File: src/rtl/velocity_ramp.sv
// Slew-rate-limited velocity generator with a tick prescaler and a host watchdog.
// The watchdog brings velocity back to zero at the accel rate if the host stops writing.
module velocity_ramp #(
  parameter int F = 10,
  parameter int A = 6,
  parameter int D = 8
) (
  input  logic         clk,
  input  logic         reset,
  input  logic         wr,
  input  logic [F:0]   wdata,
  input  logic [A-1:0] accel,
  input  logic [D-1:0] div,
  input  logic [7:0]   wdtime,
  output logic [F:0]   velocity,
  output logic         enable,
  output logic         at_target,
  output logic         wd_trip
);

  typedef enum logic [1:0] {HOLD, SLEW, STOP, HALTED} state_t;

  localparam logic [D-1:0] ONE_D  = 1;
  localparam logic [F:0]   MOST_NEG = {1'b1, {F{1'b0}}};
  localparam logic [F:0]   CLAMPED  = {1'b1, {(F-1){1'b0}}, 1'b1};

  state_t       state_q, state_d;
  logic [D-1:0] cnt_q, cnt_d;
  logic [7:0]   wd_cnt_q, wd_cnt_d;
  logic [F:0]   target_q, target_d;
  logic [F:0]   velocity_q, velocity_d;
  logic         wd_trip_q, wd_trip_d;
  logic         enable_q, enable_d;
  logic         at_target_q, at_target_d;

  logic         tick;
  logic [F:0]   eff_target, eff_target_next;
  logic [F+1:0] diff, mag, accel_x;

  always_comb begin
    tick  = (cnt_q == '0);
    cnt_d = tick ? div : cnt_q - ONE_D;

    // The slew step uses the state as it stood before any coincident write.
    eff_target = wd_trip_q ? '0 : target_q;
    diff       = {eff_target[F], eff_target} - {velocity_q[F], velocity_q};
    mag        = diff[F+1] ? -diff : diff;
    accel_x    = {{(F+2-A){1'b0}}, accel};

    velocity_d = velocity_q;
    if (tick) begin
      if (accel == '0 || mag <= accel_x)
        velocity_d = eff_target;
      else if (!diff[F+1])
        velocity_d = velocity_q + accel_x[F:0];
      else
        velocity_d = velocity_q - accel_x[F:0];
    end

    target_d  = target_q;
    wd_trip_d = wd_trip_q;
    wd_cnt_d  = wd_cnt_q;
    if (wr) begin
      target_d  = (wdata == MOST_NEG) ? CLAMPED : wdata;
      wd_trip_d = 1'b0;
      wd_cnt_d  = wdtime;
    end else if (tick && !wd_trip_q && wdtime != 8'd0) begin
      if (wd_cnt_q == 8'd0)
        wd_trip_d = 1'b1;
      else
        wd_cnt_d = wd_cnt_q - 8'd1;
    end

    eff_target_next = wd_trip_d ? '0 : target_d;

    if (wd_trip_d)
      state_d = (velocity_d == '0) ? HALTED : STOP;
    else
      state_d = (velocity_d == eff_target_next) ? HOLD : SLEW;

    at_target_d = (velocity_d == eff_target_next);
    // Lags the state by one clk so the step generator sees its last zero-velocity cycle.
    enable_d    = (state_q != HALTED);
  end

  always_ff @(posedge clk) begin
    if (reset) begin
      state_q     <= HOLD;
      cnt_q       <= div;
      wd_cnt_q    <= wdtime;
      target_q    <= '0;
      velocity_q  <= '0;
      wd_trip_q   <= 1'b0;
      enable_q    <= 1'b0;
      at_target_q <= 1'b1;
    end else begin
      state_q     <= state_d;
      cnt_q       <= cnt_d;
      wd_cnt_q    <= wd_cnt_d;
      target_q    <= target_d;
      velocity_q  <= velocity_d;
      wd_trip_q   <= wd_trip_d;
      enable_q    <= enable_d;
      at_target_q <= at_target_d;
    end
  end

  assign velocity  = velocity_q;
  assign enable    = enable_q;
  assign at_target = at_target_q;
  assign wd_trip   = wd_trip_q;

endmodule

File: config.mk
export PLATFORM = sky130hd
export DESIGN_NAME = velocity_ramp
export DESIGN_NICKNAME = d
export VERILOG_FILES = /design/src/rtl/velocity_ramp.sv
export SDC_FILE = /design/constraint.sdc
export NUM_CORES = 1
export LEC_CHECK = 0
export ABC_AREA = 1
export BUFFER_PORTS_ARGS = -buffer_cell sky130_fd_sc_hd__buf_2
export CAP_MARGIN = 20
export CELL_PAD_IN_SITES_DETAIL_PLACEMENT = 1
export CELL_PAD_IN_SITES_GLOBAL_PLACEMENT = 1
export CORE_MARGIN = 8
export CORE_UTILIZATION = 41
export DETAILED_ROUTE_END_ITERATION = 8
export PLACE_DENSITY = 0.83
export SETUP_SLACK_MARGIN = 0.02
export SYNTH_ARGS = -nofsm -noshare
export SYNTH_HDL_FRONTEND = slang
export SYNTH_SLANG_ARGS = --single-unit
File: constraint.sdc
create_clock -name clk -period 5.68 [get_ports clk]
set_input_delay 1.136 -clock clk [delete_from_list [all_inputs] [get_ports clk]]
set_output_delay 1.136 -clock clk [all_outputs]
set_load 0.02 [all_outputs]
==> impl_results.md <==
- Status: completed
- Global-route wire length before repair: 20.3 mm
- Cell leakage power: 0.00234 uW
- CTS clk-pin slew, worst paths: 0.09 ns
- Synth warn: 0
- I/O pin count: 50
- Total Nets Final: 768
- IO Port Bufs: 49
- Clk_skew: 0.0104 ns
- Flops & latches, synth: 42
- Syn avg cell area: 6.16 um2
- WL final: 12.1 mm
- Vias in the first global route: 4341
- Fin crit share: 86.4%
- Crit path largest cell delay: 0.63 ns
- CTS tree: yes
- Post-CTS Hold Buffers: 0
- Wirelength per Cell: 14.5 um
- Slew @ Worst Pin: 0.950 ns
- Worst setup SP type: register
- Achievable clock frequency: 204 MHz
- Sequential element share of the synthesized area: 22.8%
- Diodes inserted: 0
- Slew HR: 36.4%
- Critical-path top delay cell: dfxtp_1
- Overall power: 948 uW
- RSZ-0062 raised after global routing: false
- Vias per std cell: 4.92
- Synth cell types: 40
- Final TNS setup: 0 ns
- Antenna violations before repair: 0
- All-Layer GR Usage: 18.6%
- Post-synth EDFFs: 8
- CP Capture Type: register
- CTS-repair resized insts: 0
- Main synth FF type: dfxtp_1
- Die H: 115 um
- Number of setup buffers added after CTS: 0
- GPL Wtd Cong: 0.868
- Initial DRC count: 163
- Final setup viols: 0
- Share of the synthesized area in the top cell type: 16.8%
- Top cells by area, synth: dfxtp_1 (17%), nand2_1 (16%), inv_1 (11%)
- Remaining Overflow, GRT: 0
- Post-placement setup slack: 0.821 ns
- # H-tree levels: 2
- Synth area leader: dfxtp_1
- Async S/R FF share, synth: 0%
- Number of max-cap violations: 0
- Die area: 0.0133 mm2
- CP Data Required Time: 5.88 ns
- Starting Density: 41.7%
- Largest net degree at the start of global routing: 28
- CTS Buf Count: 5
- Buffer and inverter count on the worst path: 3
- Share of cells above drive strength 1: 12.9%
- Max VDD drop: 0.107 mV
- CP delay by family, top: simple AND/OR/NAND/NOR gates
- Rows: 36
- Clk buf depth: 2
- Pre-antenna DRT Iters: 4
- DRC: 0
- Clk_lat worst skew: 0.30 ns
- Cell mode on critical path: nand2_1
- Fin Hold WS: 0.440 ns
- Placed Instances: 824
- Hold crit path type: reg2reg
- Via Count: 4096
- Die span in x: 115 um
- Cells after Synth: 656
- Mapped cell area: 0.00404 mm2
- Final Max Slew Viols: 0
- Crit path DAT: 5.11 ns
- Final min period: 4.90 ns
- CTS Sinks: 42
- Remaining antenna violation count after routing: 0
- Root Buffer: clkbuf_8
- Area Growth Syn to Fin: 11.0%
- Syn Nets: 725
- HPWL after detailed placement: 10.3 mm
- Setup ws final: 0.775 ns
- Worst-path maximum fanout: 17
- Core area: 0.00968 mm2
- Final-report hold violation count: 0
- Final std cells w/o fill: 833
- Kind of critical path: reg2reg
- PwrDens: 211 mW/mm2
-- per-layer routing --
metal  share of wire, %  vias up  global-route usage [%]
li1                   -     2143                       -
met1                 46     1914                    22.4
met2                 52       33                    35.0
met3                1.7        6                    2.31
met4               0.52        0                    2.54
met5                  0        -                       0
-- cell families (layout without fill, tap and decap cells) --
logic type | after synthesis | after routing | synth area share, %
flip-flops | 42 | 42 | 22.8
AO/OA/AOI/OAI | 70 | 70 | 9.87
adder cells (fa/ha/maj) | 33 | 33 | 10.6
buffers and inverters | 136 | 180 | 13.2
AND/OR/NAND/NOR | 349 | 349 | 37.9
XOR/XNOR | 26 | 26 | 5.63
-- power breakdown --
part | leakage (uW) | internal, uW | switching [uW] | total (uW)
registers | 0.000360 | 324 | 11.5 | 335
clock network | 0.0000567 | 114 | 112 | 226
logic | 0.00193 | 141 | 246 | 386
total | 0.00234 | 579 | 369 | 948
-- cell type report --
class | instances | area [um2]
clock buffers | 6 | 93.8
clock inverters | 2 | 13.8
fillers | 1362 | 5190
inverters | 122 | 458
multi-input cells | 478 | 2590
flip-flops and latches | 42 | 921
well taps | 133 | 166
repair buffers | 50 | 250
-- registers in the layout (all words and copies together) (netlist names) --
name and cells:
state_q 2, wd_cnt_q 8, cnt_q 8, enable 1, target_q 11, velocity 11
at_target 1
-- placed cells by master (no fill, tap or decap), drive strengths merged --
cell type	instances
nor2	99
nand2	176
o2111ai	1
o31ai	1
inv	122
o22ai	1
nand4	6
or2	1
clkbuf	6
o21bai	2
nor3	6
xor2	19
a31oi	8
o211ai	1
a32o	1
dfxtp	34
fa	2
clkinv	2
o21ai	27
nand3b	12
edfxtp	8
nand3	44
a21oi	27
a211oi	1
xnor2	7
nor4	4
buf	50
ha	31
and2	1
-- cell usage after synthesis (all sizes together) (2+ instances only) --
| cell type | n |
|---|---|
| nand2 | 176 |
| inv | 121 |
| nor2 | 99 |
| nand3 | 44 |
| dfxtp | 34 |
| ha | 31 |
| a21oi | 27 |
| o21ai | 27 |
| xor2 | 19 |
| nand3b | 12 |
| a31oi | 8 |
| edfxtp | 8 |
| buf | 7 |
| clkbuf | 7 |
| xnor2 | 7 |
| nand4 | 6 |
| nor3 | 6 |
| nor4 | 4 |
| fa | 2 |
| o21bai | 2 |
-- per-stage QoR --
step                utilization [%]  area [um2]
global route                   46.4        4490
global placement               45.2        4380
detailed placement             45.2        4380
floorplan                         -        4040
CTS                            46.3        4480
finish                         46.4        4490
-- path summary, 6_finish.rpt --
kind	to	from	depth (start not counted)	slack (ns)
worst min-delay path	enable$_SDFF_PP0_	state_q[0]$_SDFF_PP0_	1	0.44
worst max-delay path	state_q[0]$_SDFF_PP0_	state_q[1]$_SDFF_PP0_	33	0.78
worst max register to register	state_q[0]$_SDFF_PP0_	state_q[1]$_SDFF_PP0_	33	0.78
worst min register to register	enable$_SDFF_PP0_	state_q[0]$_SDFF_PP0_	1	0.44
Note: power is estimated with default switching activity, not from simulation.
